`src/rtl/cla_op_sequencer.sv`:
```
// cla_op_sequencer: operand sequencer and result capture stage around the
// external 32-bit carry-lookahead adder (CLA_high).
// Requests {a, b, cin} are queued in a small FIFO. They are issued to the
// adder one at a time. The adder result is sampled after ADD_LATENCY edges
// and presented on a valid/ready output stream, in request order.
// Optional feature macro: CLA_OP_SEQ_OVF_EN enables the signed-overflow flag
// on out_ovf. When the macro is undefined, out_ovf is tied low.
`timescale 1ns/1ps

module cla_op_sequencer #(
  parameter int WIDTH       = 32,
  parameter int FIFO_DEPTH  = 4,
  parameter int ADD_LATENCY = 1
) (
  input  logic             clk,
  input  logic             reset,
  input  logic             in_valid,
  output logic             in_ready,
  input  logic [WIDTH-1:0] in_a,
  input  logic [WIDTH-1:0] in_b,
  input  logic             in_cin,
  output logic [WIDTH-1:0] number1,
  output logic [WIDTH-1:0] number2,
  output logic             cin,
  input  logic [WIDTH-1:0] sum,
  input  logic             cout,
  output logic             out_valid,
  input  logic             out_ready,
  output logic [WIDTH-1:0] out_sum,
  output logic             out_cout,
  output logic             out_ovf
);

  localparam int PTR_W = (FIFO_DEPTH > 1) ? $clog2(FIFO_DEPTH) : 1;
  localparam int CNT_W = (ADD_LATENCY > 1) ? $clog2(ADD_LATENCY) : 1;
  localparam int ENT_W = 2 * WIDTH + 1;

  localparam logic [PTR_W:0]   FIFO_FULL_CNT = (PTR_W + 1)'(FIFO_DEPTH);
  localparam logic [CNT_W-1:0] LAT_INIT      = CNT_W'(ADD_LATENCY - 1);

  localparam logic [1:0] ST_IDLE = 2'd0;
  localparam logic [1:0] ST_WAIT = 2'd1;
  localparam logic [1:0] ST_HOLD = 2'd2;

  // FIFO storage and bookkeeping
  logic [ENT_W-1:0] mem_q [FIFO_DEPTH];
  logic [PTR_W-1:0] wr_ptr_q, wr_ptr_d;
  logic [PTR_W-1:0] rd_ptr_q, rd_ptr_d;
  logic [PTR_W:0]   count_q, count_d;
  logic             ready_en_q;

  // Sequencer state and issue / capture registers
  logic [1:0]       state_q, state_d;
  logic [CNT_W-1:0] cnt_q, cnt_d;
  logic [WIDTH-1:0] number1_q, number1_d;
  logic [WIDTH-1:0] number2_q, number2_d;
  logic             cin_q, cin_d;
  logic             out_valid_q, out_valid_d;
  logic [WIDTH-1:0] out_sum_q, out_sum_d;
  logic             out_cout_q, out_cout_d;

  logic             full_s;
  logic             empty_s;
  logic             in_ready_s;
  logic             push_s;
  logic             pop_s;
  logic             capture_s;
  logic [ENT_W-1:0] head_s;

  assign full_s     = (count_q == FIFO_FULL_CNT);
  assign empty_s    = (count_q == {(PTR_W + 1){1'b0}});
  // ready_en_q keeps in_ready low until the first edge after reset release
  assign in_ready_s = ready_en_q && !full_s && !reset;
  assign push_s     = in_valid && in_ready_s;
  assign head_s     = mem_q[rd_ptr_q];

  assign in_ready  = in_ready_s;
  assign number1   = number1_q;
  assign number2   = number2_q;
  assign cin       = cin_q;
  assign out_valid = out_valid_q;
  assign out_sum   = out_sum_q;
  assign out_cout  = out_cout_q;

  // Write the incoming request into the FIFO slot at the write pointer
  always_ff @(posedge clk) begin
    if (push_s) begin
      mem_q[wr_ptr_q] <= {in_a, in_b, in_cin};
    end
  end

  // Next FIFO pointers and occupancy from the push/pop pair
  always_comb begin
    wr_ptr_d = wr_ptr_q;
    rd_ptr_d = rd_ptr_q;
    count_d  = count_q;
    if (push_s) begin
      wr_ptr_d = wr_ptr_q + PTR_W'(1);
    end else begin
      wr_ptr_d = wr_ptr_q;
    end
    if (pop_s) begin
      rd_ptr_d = rd_ptr_q + PTR_W'(1);
    end else begin
      rd_ptr_d = rd_ptr_q;
    end
    case ({push_s, pop_s})
      2'b10:   count_d = count_q + (PTR_W + 1)'(1);
      2'b01:   count_d = count_q - (PTR_W + 1)'(1);
      default: count_d = count_q;
    endcase
  end

  // Sequencer: issue the FIFO head, wait out the adder latency, hold the result
  always_comb begin
    state_d     = state_q;
    cnt_d       = cnt_q;
    number1_d   = number1_q;
    number2_d   = number2_q;
    cin_d       = cin_q;
    out_valid_d = out_valid_q;
    out_sum_d   = out_sum_q;
    out_cout_d  = out_cout_q;
    pop_s       = 1'b0;
    capture_s   = 1'b0;
    case (state_q)
      ST_IDLE: begin
        if (!empty_s) begin
          pop_s   = 1'b1;
          cnt_d   = LAT_INIT;
          state_d = ST_WAIT;
        end else begin
          state_d = ST_IDLE;
        end
      end
      ST_WAIT: begin
        if (cnt_q != {CNT_W{1'b0}}) begin
          cnt_d = cnt_q - CNT_W'(1);
        end else begin
          capture_s   = 1'b1;
          out_sum_d   = sum;
          out_cout_d  = cout;
          out_valid_d = 1'b1;
          state_d     = ST_HOLD;
        end
      end
      ST_HOLD: begin
        if (out_ready) begin
          out_valid_d = 1'b0;
          if (!empty_s) begin
            // Next operation issues on the same edge as the handshake
            pop_s   = 1'b1;
            cnt_d   = LAT_INIT;
            state_d = ST_WAIT;
          end else begin
            state_d = ST_IDLE;
          end
        end else begin
          state_d = ST_HOLD;
        end
      end
      default: begin
        out_valid_d = 1'b0;
        state_d     = ST_IDLE;
      end
    endcase
    // Operands change only when a new request is issued
    if (pop_s) begin
      {number1_d, number2_d, cin_d} = head_s;
    end else begin
      number1_d = number1_q;
      number2_d = number2_q;
      cin_d     = cin_q;
    end
  end

  // State, FIFO bookkeeping and issue/capture registers
  always_ff @(posedge clk or posedge reset) begin
    if (reset) begin
      ready_en_q  <= 1'b0;
      wr_ptr_q    <= {PTR_W{1'b0}};
      rd_ptr_q    <= {PTR_W{1'b0}};
      count_q     <= {(PTR_W + 1){1'b0}};
      state_q     <= ST_IDLE;
      cnt_q       <= {CNT_W{1'b0}};
      number1_q   <= {WIDTH{1'b0}};
      number2_q   <= {WIDTH{1'b0}};
      cin_q       <= 1'b0;
      out_valid_q <= 1'b0;
      out_sum_q   <= {WIDTH{1'b0}};
      out_cout_q  <= 1'b0;
    end else begin
      ready_en_q  <= 1'b1;
      wr_ptr_q    <= wr_ptr_d;
      rd_ptr_q    <= rd_ptr_d;
      count_q     <= count_d;
      state_q     <= state_d;
      cnt_q       <= cnt_d;
      number1_q   <= number1_d;
      number2_q   <= number2_d;
      cin_q       <= cin_d;
      out_valid_q <= out_valid_d;
      out_sum_q   <= out_sum_d;
      out_cout_q  <= out_cout_d;
    end
  end

`ifdef CLA_OP_SEQ_OVF_EN
  logic a_msb_q, a_msb_d;
  logic b_msb_q, b_msb_d;
  logic out_ovf_q, out_ovf_d;

  assign out_ovf = out_ovf_q;

  // Track issued operand MSBs and flag signed overflow at result capture
  always_comb begin
    a_msb_d   = a_msb_q;
    b_msb_d   = b_msb_q;
    out_ovf_d = out_ovf_q;
    if (pop_s) begin
      a_msb_d = head_s[ENT_W-1];
      b_msb_d = head_s[WIDTH];
    end else begin
      a_msb_d = a_msb_q;
      b_msb_d = b_msb_q;
    end
    if (capture_s) begin
      out_ovf_d = (a_msb_q == b_msb_q) && (sum[WIDTH-1] != a_msb_q);
    end else begin
      out_ovf_d = out_ovf_q;
    end
  end

  // Overflow-path registers
  always_ff @(posedge clk or posedge reset) begin
    if (reset) begin
      a_msb_q   <= 1'b0;
      b_msb_q   <= 1'b0;
      out_ovf_q <= 1'b0;
    end else begin
      a_msb_q   <= a_msb_d;
      b_msb_q   <= b_msb_d;
      out_ovf_q <= out_ovf_d;
    end
  end
`else
  assign out_ovf = 1'b0;
`endif

endmodule

```
`config.mk`:
```
export PLATFORM = sky130hd
export DESIGN_NAME = cla_op_sequencer
export DESIGN_NICKNAME = d
export VERILOG_FILES = /design/src/rtl/cla_op_sequencer.sv
export SDC_FILE = /design/constraint.sdc
export NUM_CORES = 1
export LEC_CHECK = 0
export CAP_MARGIN = 40
export CELL_PAD_IN_SITES_DETAIL_PLACEMENT = 0
export CELL_PAD_IN_SITES_GLOBAL_PLACEMENT = 1
export CORE_UTILIZATION = 25
export DETAILED_ROUTE_END_ITERATION = 10
export PLACE_DENSITY = 0.5
export SKIP_CTS_REPAIR_TIMING = 1
export SKIP_LAST_GASP = 1
export SLEW_MARGIN = 30
export SYNTH_ARGS = -nofsm -noshare
export SYNTH_HDL_FRONTEND = slang
export SYNTH_SLANG_ARGS = --single-unit
```
`constraint.sdc`:
```
create_clock -name clk -period 5.1 [get_ports clk]
set_input_delay 1.275 -clock clk [delete_from_list [all_inputs] [get_ports clk]]
set_output_delay 1.275 -clock clk [all_outputs]
set_load 0.02 [all_outputs]
```
==> run_results.csv <==
group,metric,value,unit
setup_path,r2r-start,"count_q[0]$_DFFE_PP0P_",
synth,ys_ff_latch,370,
synth,synth.most_common_cell,"edfxtp_1",
route,antenna_left,0,
setup_path,crit_family,"buffers and inverters",
synth,synth.distinct_cells,33,
synth,synthesis.area,13800,um^2
placed_design,dpl_cell_area,16700,um^2
route,wl_met2,14100,um
route,drt_iter0_drc,323,
power_and_ir_drop,leakage,0.00641,uW
setup_path,cp_slowest_cell,"clkdlybuf4s50_1",
timing,slew_violations,0,
global_routing,grt_pass1_wl,46100,um
floorplanning,fp.dieH,237,um
synth,synth_edf_count,260,
clocking,clock-root-buffer,"clkbuf_16",
route,avgRoutedWirePerCell,19.2,um
run,drv_cap,0,
layout,final_area,18300,um^2
global_routing,grt_pass1_vias,7190,
clocking,cts_made_buffers,42,
synth,muxShareOfSynthArea,0.196,
timing,hold_viol,0,
setup_path,r2r_setup_slack,2710,ps
route,drc,0,
route,firstDrtPassIters,4,
timing,final.min_clock_period,3980,ps
synth,ys_async_sr_fraction,0.297,
global_routing,grt_max_degree,69,
timing,rsz0062_at_grt,"false",
timing,worstMarginPinSlew,746,ps
placed_design,pre_cts_slack,1120,ps
clocking,clockBufferDepth,3,
timing,setup_slack,1120,ps
clocking,clkTransAtPathRegs,50,ps
outcome,status,"finished clean",
setup_path,worstPathArrival,2700,ps
synth,synth-adder-area-share,0.00600,
setup_path,cp.depth,4,
timing,maxSlewHeadroom,0.503,
layout,fillCellCount,5077,
route,totalWireLength,30200,um
synth,synthXorXnorAreaFrac,0.00382,
setup_path,timing.rr.end,"mem_q[2][4]$_DFFE_PP_",
layout,final_nets,949,
synth,yosys.area.top_type_share,0.567,
layout,area_growth,33.1,%
synth,avgSynthCellArea,22.7,um^2
clocking,cts_tree,"built",
setup_path,path_max_fanout,2,
power_and_ir_drop,powerDensity,622,nW/um^2
setup_path,cpPeakStageDelay,610,ps
placed_design,dp_hpwl,18200,um
floorplanning,core-area,54100,um^2
floorplanning,design.die.area,56000,um^2
route,vias_per_cell,4.11,
setup_path,crit_top_cell,"clkdlybuf4s50_1",
layout,drive_gt1_frac,0.299,
placed_design,portBuffers,201,
route,via_count,6459,
timing,finalSetupViolCount,0,
min_path,hold_path_class,"reg2reg",
setup_path,path_class,"in2out",
synth,syn_inst,607,
layout,final_util,0.339,
synth,yosysWarnings,0,
clocking,clkSinkCount,370,
power_and_ir_drop,worst_ir_drop_vdd,0.277,mV
synth,synthSimpleGateAreaFrac,0.00781,
synth,netlist_top_cells_count,"edfxtp_1 (260), dfrtp_1 (110), mux2_2 (71)",
clocking,ctsHtreeMaxLevel,2,
synth,synth-main-ff-cell,"edfxtp_1",
setup_path,reg2reg_depth,4,
floorplanning,io_pins,203,
setup_path,cp_cell_sequence,"clkdlybuf4s50_1 > nand2b_1 > a21oi_1 > clkdlybuf4s50_1",
synth,synth_top_family_by_area,"multiplexers",
setup_path,crit_path_end,"in_ready",
synth,synth_compound_area_frac,0.00309,
setup_path,end_kind,"output port",
timing,clock.fmax,251,MHz
timing,post-route-period-util,0.780,
timing,holdWs,503,ps
synth,synth_area_leaders,"edfxtp_1 (57%), dfrtp_1 (20%), mux4_2 (11%)",
timing,setup-tns-final,0,ps
floorplanning,rows,85,
global_routing,grt_overflow_total,0,
floorplanning,die_x,237,um
timing,clock_skew,11.1,ps
route,wl_met1,13900,um
route,wl_met3,1580,um
setup_path,path_buf_inv,2,
synth,ys_seq_area_frac,0.767,
synth,synth_fp_nets,715,
setup_path,cp-start-kind,"input pin",
setup_path,startpoint,"reset",
clocking,worst_skew_pair.late_latency,550,ps
global_routing,grt.total_usage,0.111,
route,routed.top_layer,"met5",
synth,yosys.area.top_type,"edfxtp_1",
setup_path,required,3830,ps
global_routing,antenna_found_initial,4,
floorplanning,start_util,0.254,
placed_design,gp_congestion,0.647,
==> worst min path at each step <==
| stage | start | to | depth (start not counted) |
|---|---|---|---|
| 4_1_cts | out_sum[19]$_DFFE_PP0P_ | out_sum[19]$_DFFE_PP0P_ | 1 |
| 2_1_floorplan | state_q[1]$_DFFE_PP0P_ | out_valid$_DFFE_PP0P_ | 1 |
| 6_report | out_sum[19]$_DFFE_PP0P_ | out_sum[19]$_DFFE_PP0P_ | 1 |
| 3_3_place_gp | out_sum[21]$_DFFE_PP0P_ | out_sum[21]$_DFFE_PP0P_ | 1 |
| 3_5_place_dp | out_sum[19]$_DFFE_PP0P_ | out_sum[19]$_DFFE_PP0P_ | 1 |
| 5_1_grt | out_sum[19]$_DFFE_PP0P_ | out_sum[19]$_DFFE_PP0P_ | 1 |
==> placed cells by master (no fill, tap or decap), drive strengths merged <==
cell type | synthesis | final
edfxtp | 260 | 260
clkdlybuf4s50 | 0 | 201
dfrtp | 110 | 110
mux2 | 99 | 99
mux4 | 65 | 65
clkbuf | 2 | 52
buf | 24 | 15
bufinv | 0 | 13
inv | 9 | 10
clkinv | 0 | 9
ha | 5 | 5
nor2 | 5 | 5
and2 | 4 | 4
xor2 | 4 | 4
diode | 0 | 2
nand2b | 2 | 2
a21oi | 2 | 2
xnor2 | 2 | 2
nand2 | 2 | 2
conb | 2 | 2
nor3 | 2 | 2
nor2b | 1 | 1
a211oi | 1 | 1
o21bai | 1 | 1
mux2i | 1 | 1
o21ai | 1 | 1
a21o | 1 | 1
nor4b | 1 | 1
fa | 1 | 1
clkinvlp | 0 | 1
==> flip-flops by register name, summed over array words and instances, names as in the netlist, 2 cells and up <==
| signal | flops |
|---|---|
| count_q | 3 |
| mem_q | 260 |
| number1 | 32 |
| number2 | 32 |
| out_sum | 32 |
| rd_ptr_q | 2 |
| state_q | 2 |
| wr_ptr_q | 2 |
==> through the flow <==
step                      total power, uW  std cells
after floorplan                      6600        607
after global placement               8010       1490
after detailed placement             8080       1492
after CTS                           11600       1568
after global routing                12000       1569
final                               11400       1571
==> worst reg2reg max path, stage by stage, from the launching register on <==
cell,delay (ps)
dfrtp_1,420
nor2_1,90
a211oi_2,560
and2_4,660
buf_12,340
==> where the power goes <==
| group | switching (uW) | leakage [uW] | internal [uW] | total [uW] |
|---|---|---|---|---|
| logic | 1640 | 0.00198 | 2060 | 3700 |
| registers | 401 | 0.00363 | 3820 | 4220 |
| clock network | 1210 | 0.000792 | 2270 | 3480 |
==> logic make-up after synthesis <==
family / after synthesis
flip-flops: 370
multiplexers: 165
buffers and inverters: 35
AND/OR/NAND/NOR: 17
adder cells (fa/ha/maj): 6
AO/OA/AOI/OAI: 6
XOR/XNOR: 6
other: 2
==> cell type report <==
type                       instances  area (um^2)  share of cell area
clock buffer                      52         1160              0.0632
clock inverter                    24          458              0.0250
multi-input combinational        202         3000               0.164
antenna                            2         5.00            0.000273
tap                              696          871              0.0475
sequential                       370        10600               0.576
inverter                           9         38.8             0.00211
timing repair buffer             216         2240               0.122
==> layer usage <==
layer / vias to the layer above / global-route usage
met5: - / 0
met4: 4 / 0.0305
met3: 44 / 0.0337
met2: 179 / 0.174
met1: 3335 / 0.147
li1: 2897 / -
Note: power is estimated with default switching activity, not from simulation.
